===== src/rtl/serial_cfg_master.sv =====
// Serialises a parallel config word MSB-first on a divided strobe (o_sclk) and data line (o_sdin).
// Accepts the word over valid/ready and reports completion with a one-cycle o_done pulse.
module serial_cfg_master #(
  parameter int DATA_W  = 5,
  parameter int CLK_DIV = 2
) (
  input  logic              i_clk,
  input  logic              i_reset,
  input  logic [DATA_W-1:0] i_data,
  input  logic              i_valid,
  output logic              o_ready,
  input  logic              i_abort,
  output logic              o_sclk,
  output logic              o_sdin,
  output logic              o_busy,
  output logic              o_done
);

  localparam int PH_W = $clog2(CLK_DIV + 1);
  localparam int BC_W = $clog2(DATA_W + 1);
  localparam logic [PH_W-1:0] PH_LAST = PH_W'(CLK_DIV - 1);
  localparam logic [BC_W-1:0] BC_INIT = BC_W'(DATA_W - 1);

  typedef enum logic [1:0] {IDLE, BIT_LO, BIT_HI, DONE} state_e;

  state_e              state_q, state_d;
  logic [DATA_W-1:0]   shreg_q, shreg_d;
  logic [BC_W-1:0]     bitcnt_q, bitcnt_d;
  logic [PH_W-1:0]     phcnt_q, phcnt_d;
  logic                ready_q, ready_d;
  logic                sclk_q, sclk_d;
  logic                sdin_q, sdin_d;
  logic                busy_q, busy_d;
  logic                done_q, done_d;

  // NOTE: every signal gets a default before the case, so no path leaves it unassigned (no latches).
  always_comb begin
    state_d  = state_q;
    shreg_d  = shreg_q;
    bitcnt_d = bitcnt_q;
    phcnt_d  = phcnt_q;

    unique case (state_q)
      IDLE: begin
        if (i_valid && !i_abort) begin
          shreg_d  = i_data;
          bitcnt_d = BC_INIT;
          phcnt_d  = '0;
          state_d  = BIT_LO;
        end
      end
      BIT_LO: begin
        if (phcnt_q == PH_LAST) begin
          phcnt_d = '0;
          state_d = BIT_HI;
        end else begin
          phcnt_d = phcnt_q + PH_W'(1);
        end
      end
      BIT_HI: begin
        if (phcnt_q == PH_LAST) begin
          phcnt_d = '0;
          if (bitcnt_q != '0) begin
            shreg_d  = shreg_q << 1;
            bitcnt_d = bitcnt_q - BC_W'(1);
            state_d  = BIT_LO;
          end else begin
            state_d = DONE;
          end
        end else begin
          phcnt_d = phcnt_q + PH_W'(1);
        end
      end
      DONE:    state_d = IDLE;
      default: state_d = IDLE;
    endcase

    // Abort overrides any in-frame progress; in IDLE it only suppresses the accept above.
    if (i_abort && state_q != IDLE) begin
      state_d = IDLE;
      phcnt_d = '0;
    end

    // Outputs are registered versions of what the next state implies.
    ready_d = (state_d == IDLE);
    busy_d  = (state_d != IDLE);
    sclk_d  = (state_d == BIT_HI);
    done_d  = (state_d == DONE);
    sdin_d  = (state_d == BIT_LO || state_d == BIT_HI) ? shreg_d[DATA_W-1] : 1'b0;
  end

  // NOTE: sequential state uses non-blocking assignments so all flops update from pre-edge values.
  always_ff @(posedge i_clk or posedge i_reset) begin
    if (i_reset) begin
      state_q  <= IDLE;
      shreg_q  <= '0;
      bitcnt_q <= '0;
      phcnt_q  <= '0;
      ready_q  <= 1'b1;
      sclk_q   <= 1'b0;
      sdin_q   <= 1'b0;
      busy_q   <= 1'b0;
      done_q   <= 1'b0;
    end else begin
      state_q  <= state_d;
      shreg_q  <= shreg_d;
      bitcnt_q <= bitcnt_d;
      phcnt_q  <= phcnt_d;
      ready_q  <= ready_d;
      sclk_q   <= sclk_d;
      sdin_q   <= sdin_d;
      busy_q   <= busy_d;
      done_q   <= done_d;
    end
  end

  assign o_ready = ready_q;
  assign o_sclk  = sclk_q;
  assign o_sdin  = sdin_q;
  assign o_busy  = busy_q;
  assign o_done  = done_q;

endmodule


===== config.mk =====
export PLATFORM = sky130hd
export DESIGN_NAME = serial_cfg_master
export DESIGN_NICKNAME = d
export VERILOG_FILES = /design/src/rtl/serial_cfg_master.sv
export SDC_FILE = /design/constraint.sdc
export NUM_CORES = 1
export LEC_CHECK = 0
export ABC_AREA = 1
export CAP_MARGIN = 10
export CORE_MARGIN = 5
export CORE_UTILIZATION = 50
export CTS_BUF_LIST = sky130_fd_sc_hd__clkbuf_4
export CTS_CLUSTER_DIAMETER = 100
export DETAILED_ROUTE_END_ITERATION = 7
export PLACE_DENSITY = 0.83
export SYNTH_ARGS = -nofsm -noshare
export SYNTH_HDL_FRONTEND = slang
export SYNTH_SLANG_ARGS = --single-unit

===== constraint.sdc =====
create_clock -name i_clk -period 2.91 [get_ports i_clk]
set_clock_uncertainty 0.2 [all_clocks]
set_input_delay 0.582 -clock i_clk [delete_from_list [all_inputs] [get_ports i_clk]]
set_output_delay 0.582 -clock i_clk [all_outputs]
set_load 0.005 [all_outputs]

==> results.yml <==
routing:
  detail_route.wl_per_cell_um: 11.1
  drc: 0
  via_per_inst: 4.71
  ant_nets: 0
  drt-total-wl_um: 1720
  vias: 725
  initialDrtViolationCount: 22
  drtPass1Iterations: 4
outcome:
  outcome: "finished clean"
power:
  p_leak_nw: 0.590
  clkPwrFrac: 0.131
  p_sw_frac: 0.426
  p_int_w: 0.000564
  p_seq_frac: 0.368
  ir_drop_uv: 562
  p_per_area_nw_per_um2: 880
  power_switching_w: 0.000418
  power.total_w: 0.000981
  pwr-share-comb: 0.502
placement:
  gp_congestion: 0.840
  portBuffers: 13
  place_area_sq_um: 1090
  hpwl_um: 1370
worst_hold_path:
  hold_path_startpoint: "shreg_q[3]"
  min_path_type: "register to register"
  holdPathStages: 2
  hold_end: "shreg_q[3]"
clock_network:
  root_buffer: "clkbuf_4"
  cts_buffers: 3
  cts_tree: "built"
  clk_latency_ns: 0.30
  cts.clk_slew.worst_paths_ns: 0.09
  htree_levels: 1
  cts_max_path_buffers: 2
  post_cts_buffers: 0
  cts_hold_buffers: 0
  cts_sinks: 17
  cts_resized: 0
sta:
  timing.setup.tns_ns: 0
  fin_crit_sh: 0.719
  hold_slack_ns: 0.292
  maxSlewViolCount: 0
  worst_slew_pin_slew_ns: 0.619
  hold_viol: 0
  setup_viol: 0
  fin_crit_ns: 2.09
  fmaxAchievable_ghz: 0.478
  slew_headroom: 0.587
  rsz0062_at_grt: "false"
layout:
  diodes: 0
  syn_to_final_growth_pct: 20.4
  final_common_cell: "nand2_1"
  final_cell_mix: "33 x nand2_1, 17 x inv_1, 16 x dfrtp_1"
  drive_above_1_share: 0.140
  fill_cells: 148
  final_core_util: 0.639
  final_nets: 148
  fin_area_sq_um: 1110
setup_path:
  ff2ff_setup_slack_ns: 0.82
  worstPathArrival_ns: 2.08
  reg2reg_to: "o_sdin"
  critPathRequiredTime_ns: 2.90
  critPathKind: "register to register"
  reg2reg_depth: 10
  cp_max_fo: 5
  startpoint_type: "register"
  r2r_start: "state_q[1]"
  endpoint_kind: "register"
logic_synthesis:
  synth_cell_types: 18
  syn_inst: 112
  ys_seq_elements: 17
  synth.cell_area_sq_um: 926
  syn_area_per_cell_sq_um: 8.27
  synth_fp_nets: 130
  seq_area_frac_synth: 0.461
  yosysWarnings: 0
floorplanning:
  rows: 15
  core_sq_um: 1750
  fp.dieH_um: 53.0
  io-pin-count: 14
  dieArea_sq_um: 2810
  start_util: 0.530
  chipWidth_um: 53.0
global_routing:
  grt_antenna_before_repair: 0
  grt_pass1_vias: 728
  gr-usage-met1: 0.177
  grt.busiest_layer: "met2"
  gr-total-overflow: 0
  grt_use_total: 0.151
  grt_max_degree: 18
  met2_usage: 0.256
  met3_usage: 0.0338
  grt_pass1_wl_um: 2960
run:
  drv_cap: 0
-- cells in the mapped netlist --
cell type | count | area share
nor2_1 | 7 | 0.028
a21boi_0 | 1 | 0.0081
nor2_4 | 2 | 0.024
a21oi_2 | 1 | 0.0095
o21ai_2 | 2 | 0.019
clkinv_1 | 1 | 0.0041
o21ai_0 | 6 | 0.032
nand2_1 | 33 | 0.13
inv_4 | 1 | 0.0068
a21oi_1 | 2 | 0.011
nand3_1 | 6 | 0.032
inv_2 | 3 | 0.012
nand2_2 | 3 | 0.020
or2_2 | 1 | 0.0068
ha_1 | 9 | 0.12
dfrtp_1 | 16 | 0.43
dfstp_2 | 1 | 0.028
inv_1 | 17 | 0.069
-- metal layers --
metal / wire length (um) / share of wire / up-vias
li1: - / - / 375
met5: 0 / 0 / -
met2: 816 / 0.48 / 19
met1: 764 / 0.45 / 328
met4: 30 / 0.017 / 0
met3: 105 / 0.061 / 3
-- area by class of cell --
type	count	area [sq um]	area share
flip-flops and latches	17	427	0.383
multi-input cells	73	414	0.371
well taps	25	31.3	0.0281
clock inverters	1	5.00	0.00449
clock buffers	3	22.5	0.0202
inverters	22	85.1	0.0763
repair buffers	13	130	0.117
-- metrics by stage --
stage          setup slack, ns  instances
2_1_floorplan             1.10        112
3_3_place_gp             0.637        150
3_5_place_dp             0.517        150
4_1_cts                  0.802        154
5_1_grt                  0.681        154
6_report                 0.818        154
-- critical path, cell delays in order (launching register included) --
cell     delay, ns
dfrtp_1       0.44
inv_1         0.10
ha_1          0.25
inv_2         0.10
nor2_4        0.15
inv_2         0.07
nand3_1       0.07
nand3_1       0.17
ha_1          0.34
inv_1         0.08
a21oi_2       0.03
-- registers in the layout, indices dropped and copies added (netlist names) --
register / count
o_ready: 1
shreg_q: 5
phcnt_q: 2
o_done: 1
bitcnt_q: 3
o_sclk: 1
o_sdin: 1
o_busy: 1
state_q: 2
-- power groups by stage --
stage | logic, W | clock network, W | registers (W)
floorplan | 0.000345 | 0 | 0.000361
global placement | 0.000465 | 0 | 0.000363
detailed placement | 0.000494 | 0 | 0.000366
CTS | 0.000498 | 0.000132 | 0.000361
global route | 0.000570 | 0.000141 | 0.000372
finish | 0.000492 | 0.000128 | 0.000361
-- how the worst max path moves through the flow --
stage / start / to / slack, ns / cells past startpoint
floorplan: state_q[1] / o_sdin / 1.10 / 10
global placement: i_abort / o_sdin / 0.64 / 10
detailed placement: i_abort / o_sdin / 0.52 / 10
CTS: o_ready / o_ready / 0.80 / 1
global route: state_q[1] / o_sdin / 0.68 / 10
finish: state_q[1] / o_sdin / 0.82 / 10
-- kinds of logic after synthesis --
family,after synthesis,share of synthesized area
simple gates,52,0.246
fa+ha+maj,9,0.122
buf+inv,22,0.0919
flops,17,0.461
compound gates,12,0.0797
No activity file was read; power rests on OpenSTA's default activity.
==> RTL change 1: new RTL, same settings <==
Change the parameter `DATA_W` from 5 to 7.
--- a/src/rtl/serial_cfg_master.sv
+++ b/src/rtl/serial_cfg_master.sv
@@ -1,7 +1,7 @@
 // Serialises a parallel config word MSB-first on a divided strobe (o_sclk) and data line (o_sdin).
 // Accepts the word over valid/ready and reports completion with a one-cycle o_done pulse.
 module serial_cfg_master #(
-  parameter int DATA_W  = 5,
+  parameter int DATA_W  = 7,
   parameter int CLK_DIV = 2
 ) (
   input  logic              i_clk,
Ports: changed (resized i_data); port bits go from 14 to 16. The function was not compared with the original's and may differ.
==> RTL change 1 against the original RTL <==
Count of clock-buffer cells in the layout increased by 1; total power increased by 19%; sequential cell count increased by 2; largest cell class is now multi-input gates; clock power increased by 11%; setup slack got worse by 0.060 ns; sequential share of layout area decreased by 0.47 points; area after synthesis increased by 15%; critical path depth unchanged; routed wire length increased by 17%; sequential power increased by 16%; final area increased by 13%; non-clock buffer count increased by 2; register-to-register slack got worse by 0.05 ns; highest routed layer unchanged; synthesized cell count increased by 9.8%.
==> RTL change 1: results (changes against the original RTL) <==
| Metric | Value |
|---|---|
| Status | complete, no violations |
| Worst slack, placed | 0.4467 ns (-0.07050 ns) |
| Post-layout net count | 161 (+8.8%) |
| PostCTS Resize Cnt | 0 (unchanged) |
| Wire length on met2 | 992 µm (+22%) |
| Post-DP HPWL | 1521 µm (+11%) |
| Internal Pwr Total | 0.6753 mW (+20%) |
| Total global-route track usage | 0.1509 (-0.0002744) |
| Met1 Track Usage GR | 0.1746 (-0.002702) |
| M2 GR Usage | 0.2521 (-0.004112) |
| CTS Buf Count | 3 (unchanged) |
| Port Buffer Count | 15 (+2) |
| CP Data Arrival Time | 2.18 ns (+0.10 ns) |
| Worst hold path endpoint | bitcnt_q[0]$_DFFE_PP0P_ |
| First-pass GRT wire length | 3691 µm (+25%) |
| Final setup vio count | 0 (unchanged) |
| Top cells by area, synth | dfrtp_1, ha_1, nand2_1 |
| Final WL | 2010 µm (+17%) |
| Hold Startpoint | bitcnt_q[0]$_DFFE_PP0P_ |
| Worst-path clk slew | 0.11 ns (+0.02 ns) |
| P_leak | 0.6300 nW (+6.8%) |
| Top post-synthesis cells by count | nand2_1, dfrtp_1, inv_1 |
| Worst relative slew slack | 0.5319 (-0.05479) |
| Highest routed layer | met4 |
| R2R Setup Slk | 0.77 ns (-0.05 ns) |
| Tmin final | 2.153 ns (+0.06046 ns) |
| Vias/cell | 4.916 (+4.4%) |
| Largest registers | shreg_q (7), bitcnt_q (3) |
| Routed wl met3 | 36 µm (-66%) |
| Final GP Congestion | 0.7838 (-6.7%) |
| Hold_ws | 0.2858 ns (-0.006637 ns) |
| Mapped Nets | 143 (+10%) |
| Post-layout power | 1.168 mW (+19%) |
| Vias in the first global route | 884 (+21%) |
| Ratio of cells with drive above 1 in the final layout | 0.1143 (-0.02525) |
| Max IR drop VDD | 0.4626 mV (-18%) |
| CP startpoint | i_abort |
| Iter 0 DRT Violations | 13 (-41%) |
| Post-synth cell types | 24 (+6) |
| M1 WL | 916 µm (+20%) |
| P_clk | 0.142 mW (+11%) |
## RTL change 1: worst max-delay path, cell delays in order
cell and delay [ns]:
clkdlybuf4s50_1 0.46, inv_1 0.09, nand2_2 0.09, nor2_4 0.19, inv_1 0.09, nand3_1 0.07, nand3_1 0.14, ha_1 0.31
inv_1 0.03, a21oi_1 0.11
## RTL change 1: logic make-up after synthesis
kind of cell / Yosys count / synth area share
and+or+nand+nor: 54 / 0.2441
buffers and inverters: 21 / 0.08451
AOI/OAI and AO/OA: 20 / 0.1185
DFF: 19 / 0.4472
adders and majority gates: 9 / 0.1056
## RTL change 1: stage by stage
step	instances	instance area, µm²
global placement	163	1231
detailed placement	163	1231
floorplan	123	1066
finish	167	1261
global route	167	1261
CTS	167	1261
## RTL change 1: area by class of cell
cell class,count,area (µm²)
Sequential cell,19,476.7
Timing Repair Buffer,15,150.1
Multi-Input combinational cell,83,499.2
Tap cell,27,33.78
Clock buffer,4,30.03
Inverter,19,71.32
Fill cell,166,740.7
==> RTL change 2: new RTL, same flow settings <==
Without the edit above. Re-encode `state_e` (4 states) as one-hot, 4 bits wide.
--- a/src/rtl/serial_cfg_master.sv
+++ b/src/rtl/serial_cfg_master.sv
@@ -21,7 +21,7 @@
   localparam logic [PH_W-1:0] PH_LAST = PH_W'(CLK_DIV - 1);
   localparam logic [BC_W-1:0] BC_INIT = BC_W'(DATA_W - 1);
 
-  typedef enum logic [1:0] {IDLE, BIT_LO, BIT_HI, DONE} state_e;
+  typedef enum logic [3:0] {IDLE = 4'b0001, BIT_LO = 4'b0010, BIT_HI = 4'b0100, DONE = 4'b1000} state_e;
 
   state_e              state_q, state_d;
   logic [DATA_W-1:0]   shreg_q, shreg_d;
Formal check against the unedited RTL: same outputs for any inputs over 10 cycles, from zero or initial values and one cycle with i_reset high; not proved beyond that.
==> RTL change 2 against the original RTL <==
Synthesized cell count rose by 3.6%; core utilization fell by 2.0 points; sequential cell count grew 2; first-iteration DRC count is 64% lower; critical path depth decreased by 9; hold slack got worse by 0.0044 ns; setup slack lost 0.015 ns; count of clock-buffer cells in the layout unchanged; combinational power is 28% lower; critical endpoint is now o_ready; final area increased by 6.6%; routed wire length is 2.1% higher; area after synthesis up 7.7%; highest routed layer unchanged; total power is 11% lower; via count grew 6.1%.
==> RTL change 2: results (changes against the original RTL) <==
| Metric | Value |
|---|---|
| CP top delay family | flip-flops |
| Post-DP HPWL | 1408 µm (+2.7%) |
| P_leak | 0.6224 nW (+5.5%) |
| Max IR drop VDD | 0.4486 mV (-20%) |
| Sequential fraction of the synthesis area | 0.4793 (+0.01849) |
| Via count | 769 (+6.1%) |
| Top post-synthesis cells by count | nand2_1, inv_1, dfrtp_1 |
| CP Data Arrival Time | 1.33 ns (-0.75 ns) |
| Status | complete, no violations |
| Worst stage delay on the critical path | 0.53 ns (+0.09 ns) |
| Final GP Congestion | 0.8254 (-1.7%) |
| Post-synth cell types | 21 (+3) |
| R2R cell count | 11 (+1) |
| Top cells by area, synth | dfrtp_1, nand2_1, inv_1 |
| Final WL | 1752 µm (+2.1%) |
| Post-layout net count | 145 (-2.0%) |
| Dpl cells | 156 (+4.0%) |
| Hold Startpoint | shreg_q[4]$_DFF_PP0_ |
| Iter 0 DRT Violations | 8 (-64%) |
| Switching share of power | 0.3899 (-0.03568) |
| Vias in the first global route | 748 (+2.7%) |
| Mapped Nets | 127 (-2.3%) |
| Cell count after synthesis | 116 (+3.6%) |
| Total global-route track usage | 0.1425 (-0.008660) |
| Hold_ws | 0.2880 ns (-0.004410 ns) |
| R2R Setup Slk | 1.27 ns (+0.45 ns) |
| Largest net degree at the start of global routing | 20 (+2) |
| WL/cell | 10.95 µm (-1.7%) |
| Largest registers | shreg_q (5), state_q (4), bitcnt_q (3) |
| Ratio of cells with drive above 1 in the final layout | 0.2030 (+0.06347) |
RTL change 2: cell type report:
type                    instances  area [µm²]
well taps                      27       33.78
inverters                      23       86.33
flip-flops and latches         19       478.0
multi-input cells              74       432.9
clock buffers                   3       22.52
clock inverters                 1       5.005
fillers                       173       733.2
repair buffers                 13       130.1
RTL change 2: tightest hold or removal path, delay by kind of cell (launching register included):
| kind | cells | cell delay [ns] |
|---|---|---|
| flops | 1 | 0.36 |
| simple gates | 2 | 0.10 |
RTL change 2: how the worst max path moves through the flow:
stage / depth (start not counted) / to / slack (ns)
floorplan: 11 / o_sdin$_DFF_PP0_ / 1.42
global placement: 10 / o_sdin$_DFF_PP0_ / 0.93
detailed placement: 10 / o_sdin$_DFF_PP0_ / 0.93
CTS: 1 / o_ready / 0.80
global route: 1 / o_ready / 0.75
finish: 1 / o_ready / 0.80
RTL change 2: cells by family (layout without fill, tap and decap cells):
logic type                 after synthesis  in the layout  synth area share
xor gates and xnor gates                 1              1          0.008785
DFF                                     19             19            0.4793
and+or+nand+nor                         60             60            0.3375
AOI/OAI and AO/OA                       11             11           0.06274
buffers and inverters                   23             40           0.08658
adders and majority gates                2              2           0.02509
RTL change 2: through the flow:
| stage | cell area (µm²) | util | setup slack, ns | power (mW) |
|---|---|---|---|---|
| after floorplan | 997.2 | - | 1.421 | 0.6497 |
| after global placement | 1161 | 0.6042 | 0.9318 | 0.7342 |
| after detailed placement | 1161 | 0.6042 | 0.9252 | 0.7466 |
| after CTS | 1189 | 0.6185 | 0.7995 | 0.8802 |
| after global routing | 1189 | 0.6185 | 0.7550 | 0.9422 |
| final | 1189 | 0.6185 | 0.8024 | 0.8759 |
RTL change 2: power groups by stage:
stage | clock network [mW] | logic (mW) | registers [mW]
finish | 0.137 | 0.355 | 0.384
global route | 0.152 | 0.398 | 0.392
CTS | 0.137 | 0.359 | 0.384
detailed placement | 0 | 0.357 | 0.390
global placement | 0 | 0.348 | 0.386
floorplan | 0 | 0.266 | 0.383
RTL change 2: routing by layer:
metal	vias to the layer above	wire length [µm]	track usage
met4	0	38	0.04979
li1	390	-	-
met2	12	906	0.2441
met1	362	736	0.1732
met5	-	0	0
met3	5	70	0.03270
